`config.mk`:
```
export PLATFORM = sky130hd
export DESIGN_NAME = lane_serializer_4to1_flat
export DESIGN_NICKNAME = d
export VERILOG_FILES = /design/src/rtl/lane_serializer_4to1_if.sv /design/src/rtl/lane_serializer_4to1.sv /design/src/flat_wrapper.sv
export SDC_FILE = /design/constraint.sdc
export NUM_CORES = 1
export LEC_CHECK = 0
export CORE_ASPECT_RATIO = 0.5
export CORE_MARGIN = 4
export CORE_UTILIZATION = 50
export CTS_CLUSTER_DIAMETER = 80
export DETAILED_ROUTE_END_ITERATION = 8
export DONT_BUFFER_PORTS = 1
export SYNTH_ARGS = -nofsm -noshare
export SYNTH_HDL_FRONTEND = slang
export SYNTH_SLANG_ARGS = --single-unit
```
`constraint.sdc`:
```
create_clock -name clk4f -period 5.3 [get_ports clk4f]
set_input_delay 0.265 -clock clk4f [delete_from_list [all_inputs] [get_ports clk4f]]
set_output_delay 0.265 -clock clk4f [all_outputs]
set_load 0.05 [all_outputs]
```
`src/rtl/lane_serializer_4to1_if.sv`:
```
// Word-in / byte-out bundle for lane_serializer_4to1.
// master = upstream word source plus downstream byte sink; slave = the serializer.
interface lane_serializer_4to1_if;
    logic       word_valid;
    logic       word_ready;
    logic [7:0] in0;
    logic [7:0] in1;
    logic [7:0] in2;
    logic [7:0] in3;
    logic [3:0] valid_in;
    logic [7:0] data_out;
    logic       valid_out;
    logic [1:0] lane_out;
    logic       sow_out;

    modport master (
        output word_valid, in0, in1, in2, in3, valid_in,
        input  word_ready, data_out, valid_out, lane_out, sow_out
    );

    modport slave (
        input  word_valid, in0, in1, in2, in3, valid_in,
        output word_ready, data_out, valid_out, lane_out, sow_out
    );
endinterface

```
`src/rtl/lane_serializer_4to1.sv`:
```
// Two-entry word FIFO feeding a 4:1 byte-lane serializer (lane 0 first, IDLE_SYM when empty).
// Optional macro LANE_SER_SKIP_INVALID_EN skips masked-off lanes instead of spending a cycle on each.
module lane_serializer_4to1 #(
    parameter logic [7:0] IDLE_SYM = 8'h7C
) (
    input  logic                         clk4f,
    input  logic                         reset,
    lane_serializer_4to1_if.slave        bus
);
    // Entry layout: {mask[3:0], lane3, lane2, lane1, lane0}
    logic [35:0] mem_q [2];
    logic [35:0] mem_d [2];
    logic [1:0]  count_q, count_d;
    logic        wr_ptr_q, wr_ptr_d;
    logic        rd_ptr_q, rd_ptr_d;
    logic [1:0]  lane_q, lane_d;
    logic [7:0]  data_out_q, data_out_d;
    logic        valid_out_q, valid_out_d;
    logic [1:0]  lane_out_q, lane_out_d;
    logic        sow_out_q, sow_out_d;

    logic        word_ready;
    logic        push, pop;
    logic [35:0] head;
    logic [3:0]  head_mask;
    logic [7:0]  head_byte [4];

`ifdef LANE_SER_SKIP_INVALID_EN
    logic        cur_found, next_found;
    logic [1:0]  cur_lane, next_lane;
    logic        earlier_set;
`endif

    assign word_ready     = !reset && (count_q != 2'd2);
    assign bus.word_ready = word_ready;
    assign bus.data_out   = data_out_q;
    assign bus.valid_out  = valid_out_q;
    assign bus.lane_out   = lane_out_q;
    assign bus.sow_out    = sow_out_q;

    always_comb begin
        head      = mem_q[rd_ptr_q];
        head_mask = head[35:32];
        for (int i = 0; i < 4; i++) begin
            head_byte[i] = head[8*i +: 8];
        end

        push        = bus.word_valid && word_ready;
        pop         = 1'b0;
        lane_d      = lane_q;
        data_out_d  = IDLE_SYM;
        valid_out_d = 1'b0;
        lane_out_d  = 2'd0;
        sow_out_d   = 1'b0;

`ifdef LANE_SER_SKIP_INVALID_EN
        cur_found   = 1'b0;
        cur_lane    = 2'd0;
        next_found  = 1'b0;
        next_lane   = 2'd0;
        for (int i = 0; i < 4; i++) begin
            if (!cur_found && head_mask[i] && (2'(i) >= lane_q)) begin
                cur_found = 1'b1;
                cur_lane  = 2'(i);
            end
        end
        for (int i = 0; i < 4; i++) begin
            if (cur_found && !next_found && head_mask[i] && (2'(i) > cur_lane)) begin
                next_found = 1'b1;
                next_lane  = 2'(i);
            end
        end
        earlier_set = |(head_mask & ((4'd1 << cur_lane) - 4'd1));

        if (count_q != 2'd0) begin
            if (!cur_found) begin
                // Nothing left to issue (all-zero mask): retire the word in one idle cycle.
                pop    = 1'b1;
                lane_d = 2'd0;
            end else begin
                data_out_d  = head_byte[cur_lane];
                valid_out_d = 1'b1;
                lane_out_d  = cur_lane;
                sow_out_d   = !earlier_set;
                pop         = !next_found;
                lane_d      = next_found ? next_lane : 2'd0;
            end
        end
`else
        if (count_q != 2'd0) begin
            data_out_d  = head_mask[lane_q] ? head_byte[lane_q] : IDLE_SYM;
            valid_out_d = head_mask[lane_q];
            lane_out_d  = lane_q;
            sow_out_d   = (lane_q == 2'd0);
            pop         = (lane_q == 2'd3);
            lane_d      = lane_q + 2'd1;
        end
`endif

        mem_d[0] = mem_q[0];
        mem_d[1] = mem_q[1];
        if (push) begin
            mem_d[wr_ptr_q] = {bus.valid_in, bus.in3, bus.in2, bus.in1, bus.in0};
        end
        wr_ptr_d = wr_ptr_q ^ push;
        rd_ptr_d = rd_ptr_q ^ pop;

        count_d = count_q;
        if (push && !pop) begin
            count_d = count_q + 2'd1;
        end else if (pop && !push) begin
            count_d = count_q - 2'd1;
        end
    end

    always_ff @(posedge clk4f or posedge reset) begin
        if (reset) begin
            mem_q[0]    <= '0;
            mem_q[1]    <= '0;
            count_q     <= 2'd0;
            wr_ptr_q    <= 1'b0;
            rd_ptr_q    <= 1'b0;
            lane_q      <= 2'd0;
            data_out_q  <= IDLE_SYM;
            valid_out_q <= 1'b0;
            lane_out_q  <= 2'd0;
            sow_out_q   <= 1'b0;
        end else begin
            mem_q[0]    <= mem_d[0];
            mem_q[1]    <= mem_d[1];
            count_q     <= count_d;
            wr_ptr_q    <= wr_ptr_d;
            rd_ptr_q    <= rd_ptr_d;
            lane_q      <= lane_d;
            data_out_q  <= data_out_d;
            valid_out_q <= valid_out_d;
            lane_out_q  <= lane_out_d;
            sow_out_q   <= sow_out_d;
        end
    end
endmodule

```
`src/flat_wrapper.sv`:
```
// flat-port wrapper written by rule: the top's interface ports become plain ports
module lane_serializer_4to1_flat 
#(
    parameter logic [7:0] IDLE_SYM = 8'h7C
)
  (clk4f, reset, bus_word_valid, bus_in0, bus_in1, bus_in2, bus_in3, bus_valid_in, bus_word_ready, bus_data_out, bus_valid_out, bus_lane_out, bus_sow_out);
  lane_serializer_4to1_if bus_i ();
  input  logic clk4f;
  input  logic reset;
  input wire logic [$bits(bus_i.word_valid)-1:0] bus_word_valid;
  input wire logic [$bits(bus_i.in0)-1:0] bus_in0;
  input wire logic [$bits(bus_i.in1)-1:0] bus_in1;
  input wire logic [$bits(bus_i.in2)-1:0] bus_in2;
  input wire logic [$bits(bus_i.in3)-1:0] bus_in3;
  input wire logic [$bits(bus_i.valid_in)-1:0] bus_valid_in;
  output wire logic [$bits(bus_i.word_ready)-1:0] bus_word_ready;
  output wire logic [$bits(bus_i.data_out)-1:0] bus_data_out;
  output wire logic [$bits(bus_i.valid_out)-1:0] bus_valid_out;
  output wire logic [$bits(bus_i.lane_out)-1:0] bus_lane_out;
  output wire logic [$bits(bus_i.sow_out)-1:0] bus_sow_out;
  assign bus_i.word_valid = bus_word_valid;
  assign bus_i.in0 = bus_in0;
  assign bus_i.in1 = bus_in1;
  assign bus_i.in2 = bus_in2;
  assign bus_i.in3 = bus_in3;
  assign bus_i.valid_in = bus_valid_in;
  assign bus_word_ready = bus_i.word_ready;
  assign bus_data_out = bus_i.data_out;
  assign bus_valid_out = bus_i.valid_out;
  assign bus_lane_out = bus_i.lane_out;
  assign bus_sow_out = bus_i.sow_out;
  lane_serializer_4to1 #(.IDLE_SYM(IDLE_SYM)) u_core (.clk4f(clk4f), .reset(reset), .bus(bus_i));
endmodule
```
## Yosys cells after proc, flatten, opt, wreduce, memory -nomap -nowiden

Index checks and enable logic that the tools add are counted.

- Register bits: 90
- Latch bits: 0
- Memory bits (writable): 0
- Memory bits (read-only): 0
- Bits of input ports: 39
- Output and inout port bits: 13
- Word-level logic and storage cells: 55
- Memories: 0

- Add/sub/neg operators: 3
- Multiply operators: 0
- Div/mod/pow operators: 0
- Order comparisons: 5
- Equal/unequal tests: 2
- Shift-type cells: 0
- Multiplexer cells: 19
- Bitwise operators: 5
- Reduce and logical (&&, ||, !) cells: 11

Operators by type and width:

| cell | number |
|---|---|
| $mux 36 | 4 |
| $bwmux 72 | 1 |
| $demux 36 s1 | 1 |
| $mux 8 | 4 |
| $bmux 8 s2 | 1 |
| $mux 2 | 3 |
| $logic_and 1x1->1 | 5 |
| $add 2x1->2 const B | 2 |
| $ge 2x2->1 const B | 2 |
| $mux 1 | 4 |
| $not 1->2 | 2 |
| $reduce_bool 2->1 | 2 |
| $ge 3x3->1 const B | 1 |
| $logic_not 1->1 | 3 |
| $lt 2x3->1 const B | 1 |
| $not 2->3 | 1 |
| $bmux 1 s2 | 1 |
| $eq 2x2->1 const B | 1 |
| $logic_not 2->1 | 1 |
| $lt 2x1->1 const B | 1 |
| $ne 2x2->1 const B | 1 |
| $sub 2x1->2 const B | 1 |
| $xor 1x1->1 | 2 |

## Depth between registers and ports, before layout

- Depth after elaboration: 9
- Gate-level depth with buffers: 8
- Depth with buffers taken out: 7

## Worst setup path before layout

Ideal clock, no wire load.

- Path type: register -> register
- Start: reg u_core.count_q[1]
- End: reg u_core.mem_q[0] in the netlist's numbering
- Library setup time: 0.128 ns
- Arrival time: 2.658 ns
- Path slack: 2.515 ns
- Cell stages (with the launch flop): 8
- Path buffers: 3
- Clock period less this slack: 2.785 ns
- Cells stage by stage: dfrtp_1 -> clkbuf_1 -> a21oi_1 -> and2_1 -> ha_1 -> clkbuf_1 -> buf_2 -> mux2_1

- Cells in the longest elaborated chain, start to end: 3

RTL lines:

| item | RTL line | RTL |
|---|---|---|
| start, declared | lane_serializer_4to1.sv:13 | `logic [1:0] count_q, count_d;` |
| start signal, assigned | lane_serializer_4to1.sv:131 | `count_q <= count_d;` |
| $ne 2x2->1 | lane_serializer_4to1.sv:34 | `assign word_ready = !reset && (count_q != 2'd2);` |
| $logic_and 1x1->1 | lane_serializer_4to1.sv:34 |  |
| via bus_word_ready | flat_wrapper.sv:16 | `output wire logic [$bits(bus_i.word_ready)-1:0] bus_word_ready;` |
| $logic_and 1x1->1 | lane_serializer_4to1.sv:48 | `push = bus.word_valid && word_ready;` |
| end, declared | lane_serializer_4to1.sv:11 | `logic [35:0] mem_q [2];` |

The timed path passes the listed nets, and every way through them passes these cells.
A chain may end at the register's enable or synchronous reset.

## Worst setup path after layout

- Start: reg u_core.count_q[0]
- End: reg u_core.mem_q[41] in the netlist's numbering

The elaborated chain is that of the path after synthesis.

==> impl_summary.md <==
STA
The number of setup violations in the final report is 0. On the final layout, the worst clock skew is roughly 0.0064 ns. The max-slew violation count is 0. After layout, the minimum clock period comes to ~2.9 ns. Setup repair after global routing left no endpoint under its margin. The count of endpoints failing hold in the final timing report was 0. In the final timing run, aggregate negative setup slack is 0 ns. The post-route fraction of the period consumed by the critical path is 53.9%.

The transition at the pin with the smallest max-transition slack is approximately 1.1 ns. The remaining max-slew budget at the tightest pin is 25.7%. Timing would allow up to between 300 and 400 MHz.

Drt
The routed design has 7280 um of wire. The first TritonRoute pass finished after 4 iterations. The number of vias after detailed routing is 2008. The number of nets with antenna violations after detailed routing is 0. The mean number of vias per cell is 5.55. The average routed wire per standard cell is between 20 and 25 um. In this run, the number of DRC markers left after iteration 0 of detailed routing was 53. In the routed design, unresolved DRC markers number 0.

Synth
The number of enable-type register cells in the synthesized netlist is 0. Summing the sequential cell areas from Yosys gives 57.9% of the chip area. The number of different library cells in the post-synthesis netlist is 26. Multiplexer cells account for 31.7% of the synthesized area. The most instantiated flip-flop cell in the synthesis netlist is dfrtp_1. Yosys printed 0 warnings.

The async set or reset register ratio after synthesis is 100%. The xor and xnor fraction of the mapped netlist area is less than 1%. The cell count after synthesis came out at between 200 and 300. Of the total synthesized cell area, the portion taken by full adders, half adders and majority gates is around 1.6%. The synthesized netlist devotes about 2.7% of its cell area to simple gates. The combinational family with the most area after synthesis is multiplexers. The area fraction in compound gates after synthesis is 2.21%. The synthesized area per cell is 15.6 um2. The synthesized net count is approximately 300. The post-synthesis cell area is approximately 3900 um2. The number of flip-flops and latches in the synthesized netlist is 90.

Critical path
The launch instance of the worst register-to-register path is u_core.count_q[0]. The required time of the critical path is roughly 5.5 ns. STA classifies the critical path startpoint as a register. For the worst setup path, the data arrival time is about 3 ns.

The start-to-end type of the worst setup path is register to register. The capture instance of the worst register-to-register path is u_core.mem_q[41]. In this run the worst path has a maximum fanout of 36. The worst reg2reg path depth is 6.

The type of element capturing the critical path is a register. In this run the register-to-register setup slack is 2.44 ns.

Clocking
Hold repair after CTS inserted 0 buffers. The number of instances resized during post-cts repair is 0. The post-CTS setup buffer count is 0. The clock latency of the later-clocked register in the worst-skew pair is 0.34 ns.

TritonCTS built the clock tree. The clock slew seen by the registers of the worst setup and hold paths is approximately 0.06 ns. No sink is reached through more buffers than the 2 on the longest clock path.

The number of CTS-inserted buffers is 9. The clock drives 90 sinks. The clock tree synthesis step divided the H-tree into 3 levels. The buffer type at the clock tree root is clkbuf_16.

Floorplanning
Once the floorplan was initialized, standard cells occupied approximately 52% of the core. The vertical die dimension is 70.5 um. The area of the core is about 7500 um2. The die span in x is approximately 130 um. The I/O pin total is 52. The area of the die is ~9400 um2. The number of cell rows is 22.

Final layout
The final net count is about 300. The final core area utilization is a little under three fifths. 0 antenna diodes ended up in the layout. The share of post-route cells with drive strength above 1 is 15.7%. The area growth from synthesis to layout is 8.72%.

Global route
The initial antenna violation count is 0. The first global-routing pass estimated roughly 12000 um of wire. The total grt overflow is 0. The pin count of the biggest net entering global routing is a little over 90. The aggregate global-route resource usage is 17.6%. The number of global-route vias before repair is 2222.

Job
The tool flagged a number of max-cap violations equal to 0.

Power and ir drop
VDD sags by at most approximately 0.24 mV. The static leakage is around 1.8 nW. Dividing total power by cell area gives a power density of around 670 nW/um2.

Min path
The worst hold path belongs to the class input pin to register. The worst hold path begins at bus_in3[3]. The worst hold path terminates at u_core.mem_q[63]. Counting instances, the worst hold path has a depth of 1.

Placed design
The HPWL after detailed placement is approximately 4700 um. Routability-driven placement finished with a final weighted congestion of ~0.71. Buffers placed on the I/O ports in this run total 0.

Outcome
The run finished with clean final reports.
==> metrics by stage <==
stage	std cells	power, W	hold slack (ns)	instance area, um2	setup WS, ns
floorplan	250	0.00207	0.400	3900	2.51
global placement	349	0.00227	0.400	4000	2.49
detailed placement	349	0.00231	0.404	4000	2.44
CTS	362	0.00286	0.0503	4240	2.42
global route	362	0.00304	0.0441	4240	2.27
finish	362	0.00284	0.0566	4240	2.44
==> where the power goes <==
group / switching (W) / internal, W
clock: 0.000238 / 0.000309
sequential: 0.000284 / 0.00104
combinational: 0.000462 / 0.000503
==> cell usage after synthesis (3+ instances only) <==
library cell  instances  area [um2]
dfstp_2               5         131
a31oi_1               5        31.3
nor2_1                5        18.8
mux4_2               16         360
nand2_1               8        30.0
clkbuf_1              3        11.3
dfrtp_1              85        2130
nor3b_1               5        37.5
o22ai_1               3        18.8
mux2_1               73         822
buf_2                 9        45.0
ha_1                  5        62.6
inv_1                10        37.5
==> critical path: stages (launching register included) <==
cell and delay (ns):
dfrtp_1 0.54, inv_2 0.04, a21oi_1 0.85, and2_1 0.30, ha_1 0.16, buf_4 0.43
mux2_1 0.38
==> final cells by class <==
type | count | area, um2
clock buffers | 12 | 236
multi-input cells | 134 | 1520
well taps | 108 | 135
repair buffers | 5 | 37.5
clock inverters | 1 | 5.00
flip-flops and latches | 90 | 2260
fillers | 605 | 3220
inverters | 12 | 46.3
==> sequential cells by signal, indices dropped and copies added, names as in the netlist <==
signal and count:
u_core.bus.sow_out 1, u_core.rd_ptr_q 1, u_core.wr_ptr_q 1, u_core.bus.valid_out 1
u_core.bus.lane_out 2, u_core.lane_q 2, u_core.bus.data_out 8, u_core.count_q 2
u_core.mem_q 72
==> cell families (layout without fill, tap and decap cells) <==
kind of cell | Yosys count | count (layout)
mux | 91 | 91
flops | 90 | 90
buf+inv | 26 | 30
simple gates | 21 | 21
compound gates | 13 | 13
fa+ha+maj | 5 | 5
xor+xnor | 4 | 4
==> layer usage <==
metal / vias up / part of all wire (%) / track usage [%]
li1: 900 / - / -
met1: 1047 / 48 / 24.6
met2: 47 / 42 / 24.3
met3: 14 / 8.1 / 8.63
met4: 0 / 1.3 / 5.07
met5: - / 0 / 0
==> worst max path at each step <==
stage,from,endpoint,slack (ns),cells after the start
6_report,u_core.count_q[0],u_core.mem_q[41],2.44,6
5_1_grt,u_core.count_q[0],u_core.mem_q[35],2.27,6
4_1_cts,u_core.count_q[0],u_core.mem_q[41],2.42,6
3_5_place_dp,u_core.count_q[0],u_core.mem_q[65],2.44,6
3_3_place_gp,u_core.count_q[0],u_core.mem_q[15],2.49,6
2_1_floorplan,u_core.count_q[1],u_core.mem_q[0],2.51,7
==> layout by cell type, fill, tap and decap left out, types with 2 or more instances in the layout <==
cell and n:
dfrtp_1 85, mux2_1 73, mux4_2 16, inv_1 9, clkbuf_16 9, nand2_1 8
nor2_1 5, nor3b_1 5, a31oi_1 5, ha_1 5, buf_4 5, dfstp_2 5
o22ai_1 3, clkbuf_1 3, inv_2 2, a21oi_1 2, mux4_1 2, xnor2_1 2
clkinv_2 2, xor2_1 2
Power figures use the tool's default switching activity.
